<file path="src/rtl/alu_op_issue.sv">
// alu_op_issue: decode/issue stage producing the 4-bit ALU operation code and the
// operand-B select from a raw RV32 instruction word.
//
// The upstream side uses valid/ready. The downstream side is fully registered and also
// uses valid/ready. A two-entry skid buffer (output register plus one skid entry) gives
// full throughput and 1-cycle latency. in_ready comes straight from a flop, so there is
// no combinational path from out_ready to in_ready.
//
// Optional feature: define ALU_OP_ISSUE_ZBB_EN to decode clz/ctz/cpop (alu_control
// 1000/1001/1010). When it is undefined, those encodings are illegal and alu_control
// never exceeds 0111.
//
// Ports:
//   clk          rising-edge clock
//   rst_n        asynchronous active-low reset
//   flush        synchronous flush of the output register and skid entry
//   in_valid     instruction word valid
//   in_ready     stage can accept an instruction (registered)
//   instr        RV32 instruction word
//   out_valid    decoded op valid
//   out_ready    execute stage accepts the op
//   alu_control  ALU operation code
//   alu_src_imm  1 = operand B is the immediate
//   illegal      instruction not supported by the ALU
//   ill_count    saturating count of illegal ops delivered downstream
module alu_op_issue #(
    parameter int unsigned ILL_CNT_W = 8
) (
    input  logic                 clk,
    input  logic                 rst_n,
    input  logic                 flush,
    input  logic                 in_valid,
    output logic                 in_ready,
    input  logic [31:0]          instr,
    output logic                 out_valid,
    input  logic                 out_ready,
    output logic [3:0]           alu_control,
    output logic                 alu_src_imm,
    output logic                 illegal,
    output logic [ILL_CNT_W-1:0] ill_count
);

    // Major opcodes
    localparam logic [6:0] OpcReg    = 7'b0110011;
    localparam logic [6:0] OpcImm    = 7'b0010011;
    localparam logic [6:0] OpcLoad   = 7'b0000011;
    localparam logic [6:0] OpcStore  = 7'b0100011;
    localparam logic [6:0] OpcJalr   = 7'b1100111;
    localparam logic [6:0] OpcBranch = 7'b1100011;

    // ALU operation codes
    localparam logic [3:0] AluAdd  = 4'b0000;
    localparam logic [3:0] AluSub  = 4'b0001;
    localparam logic [3:0] AluAnd  = 4'b0010;
    localparam logic [3:0] AluOr   = 4'b0011;
    localparam logic [3:0] AluXor  = 4'b0100;
    localparam logic [3:0] AluSlt  = 4'b0101;
    localparam logic [3:0] AluSll  = 4'b0110;
    localparam logic [3:0] AluSrl  = 4'b0111;
`ifdef ALU_OP_ISSUE_ZBB_EN
    localparam logic [3:0] AluClz  = 4'b1000;
    localparam logic [3:0] AluCtz  = 4'b1001;
    localparam logic [3:0] AluCpop = 4'b1010;
`endif

    localparam logic [6:0] F7Base = 7'b0000000;
    localparam logic [6:0] F7Alt  = 7'b0100000;
`ifdef ALU_OP_ISSUE_ZBB_EN
    localparam logic [6:0] F7Zbb  = 7'b0110000;
`endif

    typedef struct packed {
        logic [3:0] ctl;
        logic       imm;
        logic       ill;
    } op_t;

    logic [6:0] opcode;
    logic [2:0] funct3;
    logic [6:0] funct7;
    logic [4:0] rs2_field;

    assign opcode    = instr[6:0];
    assign funct3    = instr[14:12];
    assign funct7    = instr[31:25];
    assign rs2_field = instr[24:20];

    // rs1/rd fields never influence the ALU op; rs2 only matters with the Zbb decode.
    logic unused_instr_bits;
    assign unused_instr_bits = ^{instr[19:15], instr[11:7], rs2_field};

    // ------------------------------------------------------------------
    // Combinational decode
    // ------------------------------------------------------------------
    logic [3:0] raw_ctl;
    logic       raw_imm;
    logic       raw_ill;
    op_t        dec_op;

    always_comb begin
        raw_ctl = AluAdd;
        raw_imm = 1'b0;
        raw_ill = 1'b0;
        case (opcode)
            OpcReg: begin
                if (funct7 == F7Base) begin
                    case (funct3)
                        3'b000:  raw_ctl = AluAdd;
                        3'b001:  raw_ctl = AluSll;
                        3'b010:  raw_ctl = AluSlt;
                        3'b100:  raw_ctl = AluXor;
                        3'b101:  raw_ctl = AluSrl;
                        3'b110:  raw_ctl = AluOr;
                        3'b111:  raw_ctl = AluAnd;
                        default: raw_ill = 1'b1;
                    endcase
                end else if (funct7 == F7Alt && funct3 == 3'b000) begin
                    raw_ctl = AluSub;
                end else begin
                    // sra and every other alternate-funct7 form
                    raw_ill = 1'b1;
                end
            end
            OpcImm: begin
                raw_imm = 1'b1;
                case (funct3)
                    3'b000: raw_ctl = AluAdd;
                    3'b010: raw_ctl = AluSlt;
                    3'b100: raw_ctl = AluXor;
                    3'b110: raw_ctl = AluOr;
                    3'b111: raw_ctl = AluAnd;
                    3'b001: begin
                        if (funct7 == F7Base) begin
                            raw_ctl = AluSll;
`ifdef ALU_OP_ISSUE_ZBB_EN
                        end else if (funct7 == F7Zbb) begin
                            // Unary bit-count ops read only rs1
                            raw_imm = 1'b0;
                            case (rs2_field)
                                5'b00000: raw_ctl = AluClz;
                                5'b00001: raw_ctl = AluCtz;
                                5'b00010: raw_ctl = AluCpop;
                                default:  raw_ill = 1'b1;
                            endcase
`endif
                        end else begin
                            raw_ill = 1'b1;
                        end
                    end
                    3'b101: begin
                        if (funct7 == F7Base) begin
                            raw_ctl = AluSrl;
                        end else begin
                            raw_ill = 1'b1;
                        end
                    end
                    default: raw_ill = 1'b1;
                endcase
            end
            OpcLoad, OpcStore, OpcJalr: begin
                // Address generation: rs1 + immediate
                raw_ctl = AluAdd;
                raw_imm = 1'b1;
            end
            OpcBranch: begin
                raw_ctl = AluSub;
            end
            default: raw_ill = 1'b1;
        endcase

        // Illegal ops always present a neutral add with register operands
        dec_op.ill = raw_ill;
        dec_op.ctl = raw_ill ? AluAdd : raw_ctl;
        dec_op.imm = raw_ill ? 1'b0 : raw_imm;
    end

    // ------------------------------------------------------------------
    // Two-entry skid buffer
    // ------------------------------------------------------------------
    logic out_valid_q;
    op_t  out_op_q;
    logic skid_valid_q;
    op_t  skid_op_q;
    logic accept;
    logic drain;

    assign in_ready = ~skid_valid_q;
    assign accept   = in_valid & in_ready;
    assign drain    = out_valid_q & out_ready;

    always_ff @(posedge clk or negedge rst_n) begin
        if (!rst_n) begin
            out_valid_q  <= 1'b0;
            out_op_q     <= '0;
            skid_valid_q <= 1'b0;
            skid_op_q    <= '0;
        end else if (flush) begin
            // Flush wins over any accept or transfer this cycle
            out_valid_q  <= 1'b0;
            skid_valid_q <= 1'b0;
        end else if (!out_valid_q || out_ready) begin
            // Output register is free after this edge
            if (skid_valid_q) begin
                // in_ready is low here, so no new op can arrive alongside
                out_op_q     <= skid_op_q;
                out_valid_q  <= 1'b1;
                skid_valid_q <= 1'b0;
            end else if (accept) begin
                out_op_q    <= dec_op;
                out_valid_q <= 1'b1;
            end else begin
                out_valid_q <= 1'b0;
            end
        end else if (accept) begin
            // Output stalled: park the op in the skid entry
            skid_op_q    <= dec_op;
            skid_valid_q <= 1'b1;
        end
    end

    assign out_valid   = out_valid_q;
    assign alu_control = out_op_q.ctl;
    assign alu_src_imm = out_op_q.imm;
    assign illegal     = out_op_q.ill;

    // ------------------------------------------------------------------
    // Saturating illegal-op counter
    // ------------------------------------------------------------------
    logic [ILL_CNT_W-1:0] ill_count_q;

    always_ff @(posedge clk or negedge rst_n) begin
        if (!rst_n) begin
            ill_count_q <= '0;
        end else if (drain && !flush && out_op_q.ill && (ill_count_q != '1)) begin
            ill_count_q <= ill_count_q + ILL_CNT_W'(1);
        end
    end

    assign ill_count = ill_count_q;

endmodule

</file>
<file path="config.mk">
export PLATFORM = sky130hd
export DESIGN_NAME = alu_op_issue
export DESIGN_NICKNAME = d
export VERILOG_FILES = /design/src/rtl/alu_op_issue.sv
export SDC_FILE = /design/constraint.sdc
export NUM_CORES = 1
export LEC_CHECK = 0
export BUFFER_PORTS_ARGS = -buffer_cell sky130_fd_sc_hd__buf_2
export CAP_MARGIN = 20
export CORE_UTILIZATION = 48
export CTS_BUF_LIST = sky130_fd_sc_hd__clkbuf_4
export CTS_CLUSTER_SIZE = 16
export DETAILED_ROUTE_END_ITERATION = 10
export PLACE_DENSITY = 0.9
export SYNTH_ARGS = -nofsm -noshare
export SYNTH_HDL_FRONTEND = slang
export SYNTH_SLANG_ARGS = --single-unit
</file>
<file path="constraint.sdc">
create_clock -name clk -period 2 [get_ports clk]
set_input_delay 0.4 -clock clk [delete_from_list [all_inputs] [get_ports clk]]
set_output_delay 0.4 -clock clk [all_outputs]
set_load 0.01 [all_outputs]
</file>
---- Word level (Yosys, flattened, before mapping) ----
Cells that the tools add are included.
word-level totals
  register bits after elaboration ......... 22
  latch bits .............................. 0
  RAM bits ................................ 0
  ROM bits ................................ 0
  input port bits ......................... 37
  memories kept ........................... 0
operators by class
  add/sub/neg operators ................... 1
  $mul .................................... 0
  div/mod/pow operators ................... 0
  $lt $le $gt $ge ......................... 0
  equality and inequality tests ........... 14
  shifts and indexed selects .............. 0
  muxes and demuxes ....................... 25
  bitwise logic cells ..................... 5
  reductions and logical operators ........ 19
operator list
  kind                   count
  $pmux W3 S6            2
  $eq A7 B6 Y1 const B   3
  $eq A7 B7 Y1 const B   2
  $mux W1                14
  $eq A3 B3 Y1 const B   4
  $mux W6                2
  $pmux W4 S3            1
  $add A8 B1 Y8 const B  1
  $mux W4                2
  $ne A8 B8 Y1 const B   1
  $reduce_or A4 Y1       2
  $eq A7 B2 Y1 const B   1
  $eq A7 B5 Y1 const B   1
  $logic_not A7 Y1       1
  $reduce_or A7 Y1       1
  $mux W3                2
  $reduce_and A3 Y1      2
  $reduce_or A5 Y1       1
  $logic_and A1 B1 Y1    4
  $reduce_bool A2 Y1     2
  $eq A3 B1 Y1 const B   1
  $eq A3 B2 Y1 const B   1
  $logic_not A3 Y1       1
  $not A1 Y1             3
  other kinds (7)        9

---- Depth between registers and ports, before layout ----
Gate-level depths: netlist of run 1.
  depth in word-level cells ............... 8
  gate-level depth with buffers ........... 7
  mapped depth without buffers ............ 5

---- Worst setup path before layout of run 1 ----
OpenSTA, ideal clock, no wires.
  kind .................................... input to register
  from .................................... in instr[26]
  to ...................................... reg skid_op_q[2] (netlist name)
  library setup time ...................... 0.064 ns
  data arrival time ....................... 1.801 ns
  data required time ...................... 1.936 ns
  path slack .............................. 0.135 ns
  stages on the path ...................... 5
  cell sequence ........................... or4_4 -> or3_4 -> a211o_1 -> a31oi_1 -> a21o_1
between the ends
  longest elaborated chain between the ends .. 6
RTL lines
  item                                        line  text
  from (decl)                                 34    input logic [31:0] instr,
  $eq A7 B6 Y1                                117   end else if (funct7 == F7Alt && funct3 == 3'b000) begin
  $logic_and A1 B1 Y1                         117
  $mux W1                                     117
  $mux W4 or $mux W1 (tied branches)          106   if (funct7 == F7Base) begin
  $pmux W4 S3 or $pmux W1 S3 (tied branches)  104   case (opcode)
  $mux W4 *                                   173   dec_op.ctl = raw_ill ? AluAdd : raw_ctl;
  to (signal assigned)                        216   skid_op_q <= dec_op;
  to (decl)                                   183   op_t skid_op_q;
Every way passes the cells marked *; elsewhere a longest branch is shown, timed or not.
A chain may end at the register's enable or synchronous reset.

---- Final worst setup path of run 1 ----
  from .................................... reg out_valid_q (netlist: out_valid)
  to ...................................... reg out_op_q (netlist bit alu_control[0])
between the ends
  longest elaborated chain between the ends .. 3
RTL lines
  item                         line  text
  from (decl)                  180   logic out_valid_q;
  from (signal assigned)       193   out_valid_q <= 1'b0;
  from (signal assigned)       199   out_valid_q <= 1'b0;
  from (signal assigned)       206   out_valid_q <= 1'b1;
  $logic_not A1 Y1             201   end else if (!out_valid_q || out_ready) begin
  $logic_or A1 B1 Y1           201
  $reduce_and A3 Y1 (no line)  --
  to (signal assigned)         205   out_op_q <= skid_op_q;
  to (signal assigned)         209   out_op_q <= dec_op;
  to (decl)                    181   op_t out_op_q;
No other way between the ends.

==> impl_metrics.csv, run 1 <==
group,metric,value,unit
run_status,outcome,"completed",
finish,stdcell_count,191,
timing,final-hold-violation-count,0,
logic_synthesis,syn_avg_cell_area,9.51,sq um
cts,cts_buffers,3,
die,dieHeight,51.8,um
timing,finalCriticalPeriod,1.73,ns
critical_path,critPathArrivalTime,1.95,ns
logic_synthesis,synthAdderAreaFrac,1.05,%
worst_hold_path,hold_path_class,"input pin to asynchronous set/reset pin",
pwr,total_power,1.07,mW
drt,drt_drc_violations_left,0,
drt,routed_via_density,5.81,
logic_synthesis,area_fraction_of_the_dominant_cell_type_after_synthesis,42.1,%
pwr,pwr-share-comb,21.2,%
logic_synthesis,syn-num-nets,163,
pwr,power_density,736,mW/mm^2
critical_path,critical-path-slowest-cell,"sky130_fd_sc_hd__or3_1",
critical_path,setup.reg_to_reg.worst_slack,0.27,ns
finish,layout_commonest_cell,"sky130_fd_sc_hd__buf_2",
placement,place_ws,-0.0486,ns
pwr,switching_share,28.8,%
logic_synthesis,yosys.area_share.simple,28.9,%
placement,cell_total_after_placement,187,
global_routing,grt_busiest_layer,"met2",
logic_synthesis,synth_seq_cells,20,
cts,cts_tree,"yes",
global_routing,grt_util_met2,38.3,%
flow_run,drv_cap,0,
logic_synthesis,post_synth_instance_area,0.00119,sq mm
finish,num-nets-final,202,
critical_path,timing.critical_path.max_delay_family,"simple AND/OR/NAND/NOR gates",
die,floorplan.die_area,0.00268,sq mm
logic_synthesis,synth-edff-count,0,
die,io-pin-count,53,
logic_synthesis,sequential_area_share_after_synthesis,42.1,%
finish,layout-area-overhead-vs-synth,21.8,%
global_routing,overflow,0,
cts,cts.sink_count,20,
placement,number_of_input_and_output_port_buffers_inserted,36,
finish,n_fill_cell,197,
pwr,p_leak,0.711,nW
timing,report.final.slew_viol_count,0,
logic_synthesis,async_flop_share,100,%
critical_path,timing.critical_path.from,"out_valid",
cts,cts_resized,0,
drt,detailed_route_iter0_violations,22,
logic_synthesis,synth_cell_types,50,
critical_path,buf_inv_stages_crit_path,0,
critical_path,path_cells,"and2b_2, or3_1, nor2_1, nand4_1, o211a_1",
critical_path,setup.worst_path.start_class,"flop",
timing,maxClockFrequency,0.576,GHz
finish,final_cell_mix,"36 x sky130_fd_sc_hd__buf_2, 20 x sky130_fd_sc_hd__dfrtp_1, 12 x sky130_fd_sc_hd__nor2_1",
logic_synthesis,synth_flop_cell,"sky130_fd_sc_hd__dfrtp_1",
critical_path,cp_max_fo,8,
pwr,relative_contribution_of_the_clock_network_to_total_power,31.2,%
cts,post_cts_hold_buffer_count,0,
drt,wirelength,2700,um
timing,fin_worst_skew,0.0103,ns
die,start_util,52.2,%
placement,globalplace.congestion,0.799,
die,core,0.00228,sq mm
drt,via_count,1109,
finish,antennaDiodeCount,0,
logic_synthesis,synthXorXnorAreaFrac,6.63,%
global_routing,globalRouteMet3Util,1.75,%
global_routing,gr-usage-met1,26.3,%
logic_synthesis,synth_largest_area_cell,"sky130_fd_sc_hd__dfrtp_1",
cts,clk_pin_slew_worst_paths,0.12,ns
timing,rsz_0062_raised_after_global_routing,"false",
timing,worst_slack,0.265,ns
logic_synthesis,synth_top_family_by_area,"simple AND/OR/NAND/NOR gates",
drt,detailedRoute.firstPassIterationCount,4,
logic_synthesis,synth_mux_area_share,1.89,%
pwr,switching_power,307,uW
pwr,peakVddDrop,0.459,mV
cts,clock_tree.buffer_depth,2,
pwr,pwr-share-seq,47.6,%
die,num_rows,17,
cts,htree_num_levels,1,
logic_synthesis,synth-warning-count,0,
finish,drive_above_1_share,33.7,%
timing,finalSetupViolCount,0,
pwr,p_int,759,uW
critical_path,regToRegEndpoint,"alu_control[0]",
timing,timing.setup.tns,0,ns
cts,post-cts-setup-buffers,0,
critical_path,critical_path.reg2reg.startpoint,"out_valid",
drt,route.detailed.wl_per_inst,14.1,um
cts,clock_latency,0.31,ns
timing,final_min_period_over_clock_period,86.7,%
placement,detailedPlacementHpwl,2080,um
critical_path,endpoint_kind,"flop",
global_routing,antenna_found_initial,0,
die,fp.dieW,51.8,um
logic_synthesis,synth_compound_gate_area_share,15.5,%
logic_synthesis,postSynthCellCount,125,
critical_path,timing.reg2reg.worst_path_depth,5,
drt,route.antenna.remaining_nets,0,
global_routing,grt_max_degree,21,
logic_synthesis,synth.top_cells.by_area,"sky130_fd_sc_hd__dfrtp_1 42%, sky130_fd_sc_hd__nor2_1 3.8%, sky130_fd_sc_hd__and3_1 3.7%",
global_routing,grt_first_pass_wirelength,4320,um
global_routing,first_global_vias,1037,
critical_path,cp_data_required_time,2.21,ns
cts,clock_tree.root_cell,"sky130_fd_sc_hd__clkbuf_4",
global_routing,grt.total_usage,21.5,%
critical_path,cpPeakStageDelay,0.48,ns
critical_path,critPathKind,"flop to flop",
==> final cells by class <==
cell class	count	area, sq um	area share, %
Clock inverter	1	30.0	2.07
Sequential cell	20	500	34.6
Inverter	3	11.3	0.778
Tap cell	28	35.0	2.42
Clock buffer	3	22.5	1.56
Timing Repair Buffer	39	203	14.0
Multi-Input combinational cell	97	646	44.6
==> routing by layer <==
layer  wire, um  vias up
met5          0        -
met4         39        0
met3        106        4
met2       1290       37
met1       1270      524
li1           -      544
==> flip-flops by register name, indices dropped and copies added (netlist names) <==
name	flops
skid_op_q	5
alu_src_imm	1
ill_count	8
illegal	1
skid_valid_q	1
out_valid	1
alu_control	3
==> power by group through the flow <==
stage                     Combinational (mW)  Clock [mW]  Sequential [mW]
after floorplan                        0.103           0            0.525
after global placement                 0.209           0            0.509
after detailed placement               0.227           0            0.514
after CTS                              0.229       0.336            0.506
after global routing                   0.247       0.352            0.515
final                                  0.226       0.333            0.507
==> synthesized netlist by cell type (3+ instances only) <==
| library cell | count |
|---|---|
| sky130_fd_sc_hd__inv_1 | 3 |
| sky130_fd_sc_hd__nor3_1 | 4 |
| sky130_fd_sc_hd__nand4_1 | 5 |
| sky130_fd_sc_hd__xor2_1 | 4 |
| sky130_fd_sc_hd__or3_1 | 3 |
| sky130_fd_sc_hd__nand2_1 | 9 |
| sky130_fd_sc_hd__dfrtp_1 | 20 |
| sky130_fd_sc_hd__xnor2_1 | 5 |
| sky130_fd_sc_hd__and3_1 | 7 |
| sky130_fd_sc_hd__a21oi_1 | 3 |
| sky130_fd_sc_hd__nor2_1 | 12 |
| sky130_fd_sc_hd__a31oi_1 | 4 |
==> kinds of logic after synthesis <==
logic type,after synthesis
and+or+nand+nor,59
AOI/OAI and AO/OA,25
DFF,20
xor gates and xnor gates,9
buffers and inverters,8
muxes,2
adders and majority gates,1
other,1
==> how the worst max path moves through the flow <==
stage | end | slack, ns | depth (start not counted)
2_1_floorplan | skid_op_q[2] | 0.13 | 5
3_3_place_gp | illegal | -0.02 | 5
3_5_place_dp | alu_control[1] | -0.05 | 6
4_1_cts | alu_control[1] | 0.27 | 6
5_1_grt | alu_control[1] | 0.14 | 6
6_report | alu_control[0] | 0.27 | 5
==> through the flow <==
step	instance area [sq um]	hold slack [ns]	utilization, %
after floorplan	1190	0.104	-
after global placement	1400	0.359	61.3
after detailed placement	1400	0.370	61.3
after CTS	1450	0.0294	63.6
after global routing	1450	0.0382	63.6
final	1450	0.0116	63.6
==> worst reg2reg max path, cell delays in order (launching register included) <==
cell                      delay, ns
sky130_fd_sc_hd__dfrtp_1       0.42
sky130_fd_sc_hd__and2b_2       0.23
sky130_fd_sc_hd__or3_1         0.48
sky130_fd_sc_hd__nor2_1        0.25
sky130_fd_sc_hd__nand4_1       0.11
sky130_fd_sc_hd__o211a_1       0.15
(Power assumes the default switching activity.)
==> inputs of run 2 (changes only) <==
--- a/constraint.sdc
+++ b/constraint.sdc
@@ -3,2 +3,2 @@
 set_output_delay 0.4 -clock clk [all_outputs]
-set_load 0.01 [all_outputs]
+set_load 0.1 [all_outputs]
==> run 2 against run 1 <==
  * Global-route usage fell by 0.51 points
  * Maximum frequency fell by 4.0%
  * Via count rose by 1.4%
  * Clock power fell by 36%
  * Non-clock buffer count fell by 1
  * Total power rose by 16%
  * Utilization fell by 0.71 points
  * First-iteration DRC count rose by 23%
  * Sequential cell count did not move
  * Sequential share of layout area rose by 0.92 points
  * Die area did not move
  * Wire length fell by 2.3%
  * Highest routed layer unchanged
==> impl_metrics.csv, run 2 (same netlist as run 1, synthesis figures left out) <==
group,metric,value,unit
worst_hold_path,hold_path_class,"input pin to asynchronous set/reset pin",
pwr,pwr-share-seq,41.4,%
drt,via_count,1124,
finish,antennaDiodeCount,0,
drt,route.detailed.wl_per_inst,13.9,um
die,floorplan.die_area,0.00268,sq mm
cts,cts.sink_count,20,
timing,final_min_period_over_clock_period,90.4,%
drt,drt_drc_violations_left,0,
placement,detailedPlacementHpwl,2000,um
die,fp.dieW,51.8,um
drt,route.antenna.remaining_nets,0,
timing,slew_at_the_pin_closest_to_its_max_slew_limit,0.517,ns
finish,n_fill_cell,203,
drt,routed_via_density,5.92,
global_routing,overflow,0,
cts,clk_pin_slew_worst_paths,0.11,ns
pwr,power_density,867,mW/mm^2
finish,num-nets-final,201,
finish,layout-area-overhead-vs-synth,20.4,%
drt,wirelength,2640,um
run_status,outcome,"completed",
cts,post-cts-setup-buffers,0,
finish,layout_commonest_cell,"sky130_fd_sc_hd__buf_2",
cts,htree_num_levels,1,
cts,cts_buffers,3,
pwr,p_int,652,uW
cts,clock_latency,0.31,ns
flow_run,drv_cap,0,
cts,cts_tree,"yes",
cts,post_cts_hold_buffer_count,0,
timing,report.final.slew_viol_count,0,
global_routing,grt_max_degree,21,
critical_path,cpPeakStageDelay,0.46,ns
global_routing,globalRouteMet3Util,3.80,%
global_routing,grt_first_pass_wirelength,4130,um
global_routing,grt_util_met2,33.8,%
global_routing,gr-usage-met1,26.9,%
pwr,relative_contribution_of_the_clock_network_to_total_power,17.1,%
cts,clock_tree.buffer_depth,2,
timing,fin_worst_skew,0.0124,ns
die,start_util,52.2,%
critical_path,cp_data_required_time,2.21,ns
critical_path,critPathArrivalTime,2.02,ns
pwr,peakVddDrop,0.832,mV
finish,final_cell_mix,"36 x sky130_fd_sc_hd__buf_2, 14 x sky130_fd_sc_hd__dfrtp_1, 12 x sky130_fd_sc_hd__nor2_1",
placement,cell_total_after_placement,186,
timing,final-hold-violation-count,0,
critical_path,endpoint_kind,"flop",
die,dieHeight,51.8,um
pwr,pwr-share-comb,41.5,%
placement,place_ws,-0.101,ns
finish,stdcell_count,190,
global_routing,antenna_found_initial,0,
critical_path,critPathKind,"flop to flop",
critical_path,cp_max_fo,8,
pwr,p_leak,0.688,nW
critical_path,critical-path-slowest-cell,"sky130_fd_sc_hd__dfrtp_2",
timing,maxClockFrequency,0.553,GHz
finish,drive_above_1_share,37.7,%
drt,detailed_route_iter0_violations,27,
timing,worst_slack,0.193,ns
timing,slew_headroom,65.3,%
cts,cts_resized,0,
pwr,switching_share,47.4,%
global_routing,grt.total_usage,21.0,%
placement,globalplace.congestion,0.807,
die,io-pin-count,53,
finish,largest_register_ffs,8,
pwr,switching_power,589,uW
timing,rsz_0062_raised_after_global_routing,"false",
critical_path,path_cells,"ha_1, and3_1, a31oi_2, mux2_2",
drt,detailedRoute.firstPassIterationCount,4,
timing,finalSetupViolCount,0,
cts,clock_tree.root_cell,"sky130_fd_sc_hd__clkbuf_4",
global_routing,grt_busiest_layer,"met2",
die,core,0.00228,sq mm
timing,finalCriticalPeriod,1.81,ns
placement,number_of_input_and_output_port_buffers_inserted,36,
critical_path,setup.worst_path.start_class,"flop",
global_routing,first_global_vias,975,
die,num_rows,17,
## run 2: routing by layer
metal	up-vias	wire [um]	part of all wire (%)
met2	51	1250	47
met1	534	1190	45
li1	534	-	-
met4	0	44	1.7
met3	5	149	5.6
met5	-	0	0
## run 2: power by group through the flow
stage | logic, mW | registers, mW | clock network [mW]
2_1_floorplan | 0.113 | 0.814 | 0
3_3_place_gp | 0.506 | 0.517 | 0
3_5_place_dp | 0.514 | 0.520 | 0
4_1_cts | 0.517 | 0.513 | 0.221
5_1_grt | 0.538 | 0.521 | 0.240
6_report | 0.515 | 0.514 | 0.212
## run 2: worst max-delay path, delay by kind of cell, from the launching register on
| kind | cells | cell delay [ns] |
|---|---|---|
| adder cells (fa/ha/maj) | 1 | 0.25 |
| AND/OR/NAND/NOR | 1 | 0.20 |
| flip-flops | 1 | 0.46 |
| multiplexers | 1 | 0.39 |
| AO/OA/AOI/OAI | 1 | 0.42 |
## run 2: through the flow
step                utilization (%)  TNS [ns]  power (mW)  cell area (sq um)  hold slack (ns)
finish                         62.9         0        1.24               1430          0.00835
global route                   62.9         0        1.30               1430           0.0295
CTS                            62.9         0        1.25               1430           0.0120
detailed placement             61.6    -0.290        1.03               1400            0.363
global placement               61.6   -0.0704        1.02               1400            0.358
floorplan                         -         0       0.927               1200            0.104
## run 2: path summary, 6_finish.rpt
path,start,end,slack [ns],cells after the start
min in group clk,flush,out_valid,0.30,2
max,ill_count[0],ill_count[1],0.19,4
min reg2reg,skid_op_q[3],skid_op_q[3],0.48,2
max reg2reg,ill_count[0],ill_count[1],0.19,4
min,rst_n,illegal,0.008,1
max in group asynchronous,rst_n,out_valid,1.66,1
## run 2: final cells by class
| cell class | instances | area, sq um | area share, % |
|---|---|---|---|
| multi-input combinational | 97 | 652 | 45.5 |
| timing repair buffer | 38 | 195 | 13.6 |
| clock buffer | 4 | 30.0 | 2.10 |
| tap | 28 | 35.0 | 2.45 |
| inverter | 3 | 11.3 | 0.787 |
| sequential | 20 | 508 | 35.5 |
==> inputs of run 3 (changes only) <==
- CORE_UTILIZATION: 48 -> 46
- CTS_BUF_LIST: sky130_fd_sc_hd__clkbuf_4 -> sky130_fd_sc_hd__clkbuf_16
- PLACE_DENSITY: 0.9 -> 0.87
==> run 3 against run 2 <==
  * The run now ends with design-rule violations left
  * Critical path type is now input pin to flop
  * Setup slack got worse by 0.015 ns
  * Wire length rose by 2.9%
  * Global-route usage rose by 0.093 points
  * Register-to-register slack barely moved
  * Maximum frequency fell by 0.82%
==> impl_metrics.csv, run 3 (same netlist as run 1, synthesis figures left out) <==
group,metric,value,unit
timing,final-hold-violation-count,0,
cts,post_cts_hold_buffer_count,0,
placement,cell_total_after_placement,187,
die,dieHeight,52.8,um
timing,report.final.slew_viol_count,0,
critical_path,endpoint,"skid_op_q[0]",
critical_path,cpPeakStageDelay,0.52,ns
drt,drt_drc_violations_left,1,
timing,finalCriticalPeriod,1.82,ns
die,start_util,48.4,%
global_routing,grt_max_degree,21,
drt,routed_via_density,5.74,
critical_path,critPathKind,"input pin to flop",
critical_path,critical-path-slowest-cell,"sky130_fd_sc_hd__or4_4",
cts,cts_tree,"yes",
global_routing,grt.total_usage,21.1,%
timing,slew_headroom,65.6,%
die,io-pin-count,53,
timing,slew_at_the_pin_closest_to_its_max_slew_limit,0.512,ns
cts,clk_pin_slew_worst_paths,0.05,ns
cts,cts_resized,0,
critical_path,timing.reg2reg.worst_path_depth,4,
cts,clock_latency,0.25,ns
die,floorplan.die_area,0.00279,sq mm
global_routing,first_global_vias,1003,
drt,wirelength,2720,um
finish,largest_register_ffs,8,
drt,wl_met2,1360,um
pwr,total_power,1.46,mW
cts,htree_num_levels,1,
pwr,peakVddDrop,1.12,mV
timing,final_min_period_over_clock_period,91.1,%
cts,clock_tree.buffer_depth,2,
critical_path,critical_path.reg2reg.startpoint,"ill_count[0]",
finish,final_cell_mix,"36 x sky130_fd_sc_hd__buf_2, 14 x sky130_fd_sc_hd__dfrtp_1, 12 x sky130_fd_sc_hd__nor2_1",
finish,antennaDiodeCount,0,
finish,layout_commonest_cell,"sky130_fd_sc_hd__buf_2",
critical_path,endpoint_kind,"flop",
finish,num-nets-final,200,
critical_path,setup.worst_path.start_class,"input pin",
critical_path,cp_data_required_time,2.12,ns
global_routing,grt_first_pass_wirelength,4310,um
timing,finalHoldWorstSlack,0.0811,ns
critical_path,path_depth,5,
drt,route.antenna.remaining_nets,0,
run_status,outcome,"complete, but fails checks",
placement,globalplace.congestion,0.779,
drt,detail_route.wirelength.met1,1180,um
finish,n_fill_cell,199,
critical_path,timing.critical_path.from,"instr[26]",
critical_path,buf_inv_stages_crit_path,1,
worst_hold_path,hold_path_class,"input pin to asynchronous set/reset pin",
cts,cts.sink_count,20,
timing,finalSetupViolCount,0,
cts,post-cts-setup-buffers,0,
pwr,power_density,987,mW/mm^2
finish,layout-area-overhead-vs-synth,24.1,%
drt,top_layer_used,"met4",
global_routing,antenna_found_initial,0,
cts,clock_tree.root_cell,"sky130_fd_sc_hd__clkbuf_16",
timing,maxClockFrequency,0.549,GHz
drt,route.detailed.wl_per_inst,14.2,um
finish,stdcell_count,191,
die,num_rows,18,
critical_path,path_cells,"buf_2, or4_4, or3_4, a311oi_1, a31oi_1",
drt,routed_length_on_met3,143,um
critical_path,timing.critical_path.max_delay_family,"simple AND/OR/NAND/NOR gates",
flow_run,drv_cap,0,
critical_path,setup.reg_to_reg.worst_slack,0.18,ns
pwr,p_leak,0.704,nW
cts,cts_buffers,3,
critical_path,critPathArrivalTime,1.94,ns
drt,via_count,1097,
critical_path,regToRegEndpoint,"ill_count[1]",
die,core,0.00245,sq mm
finish,drive_above_1_share,36.6,%
placement,number_of_input_and_output_port_buffers_inserted,36,
run_status,violated_checks,"design-rule violations",
critical_path,cp_max_fo,4,
global_routing,overflow,0,
drt,detailedRoute.firstPassIterationCount,9,
timing,fin_worst_skew,0.00327,ns
placement,detailedPlacementHpwl,2060,um
die,fp.dieW,52.8,um
timing,rsz_0062_raised_after_global_routing,"false",
drt,detailed_route_iter0_violations,23,
-- run 3: area by class of cell --
cell class / count / area, sq um / area share [%]
clock inverter: 1 / 3.75 / 0.254
clock buffer: 3 / 75.1 / 5.09
timing repair buffer: 37 / 188 / 12.7
inverter: 3 / 11.3 / 0.763
multi-input combinational: 97 / 652 / 44.2
sequential: 20 / 508 / 34.4
tap: 30 / 37.5 / 2.54
-- run 3: through the flow --
step / area, sq um / util (%) / TNS [ns] / worst slack [ns]
floorplan: 1200 / - / 0 / 0.0230
global placement: 1400 / 56.9 / -0.103 / -0.0410
detailed placement: 1400 / 56.9 / -0.216 / -0.0815
CTS: 1480 / 60.1 / 0 / 0.181
global route: 1480 / 60.1 / 0 / 0.118
finish: 1480 / 60.1 / 0 / 0.178
-- run 3: layer usage --
metal / track usage [%] / vias to the layer above
li1: - / 536
met1: 24.3 / 514
met2: 36.5 / 44
met3: 4.06 / 3
met4: 11.0 / 0
met5: 0 / -
-- run 3: report_power, final --
group / leakage, nW / total, mW / internal, mW / switching (mW)
combinational: 0.412 / 0.525 / 0.106 / 0.419
clock: 0.0385 / 0.408 / 0.266 / 0.142
sequential: 0.254 / 0.522 / 0.459 / 0.0630
-- run 3: how the worst min path moves through the flow --
stage                     endpoint   from  slack (ns)
floorplan           alu_control[0]  rst_n        0.10
global placement      skid_valid_q  rst_n        0.36
detailed placement    ill_count[7]  rst_n        0.36
CTS                        illegal  rst_n         0.1
global route               illegal  rst_n        0.12
finish                     illegal  rst_n        0.08
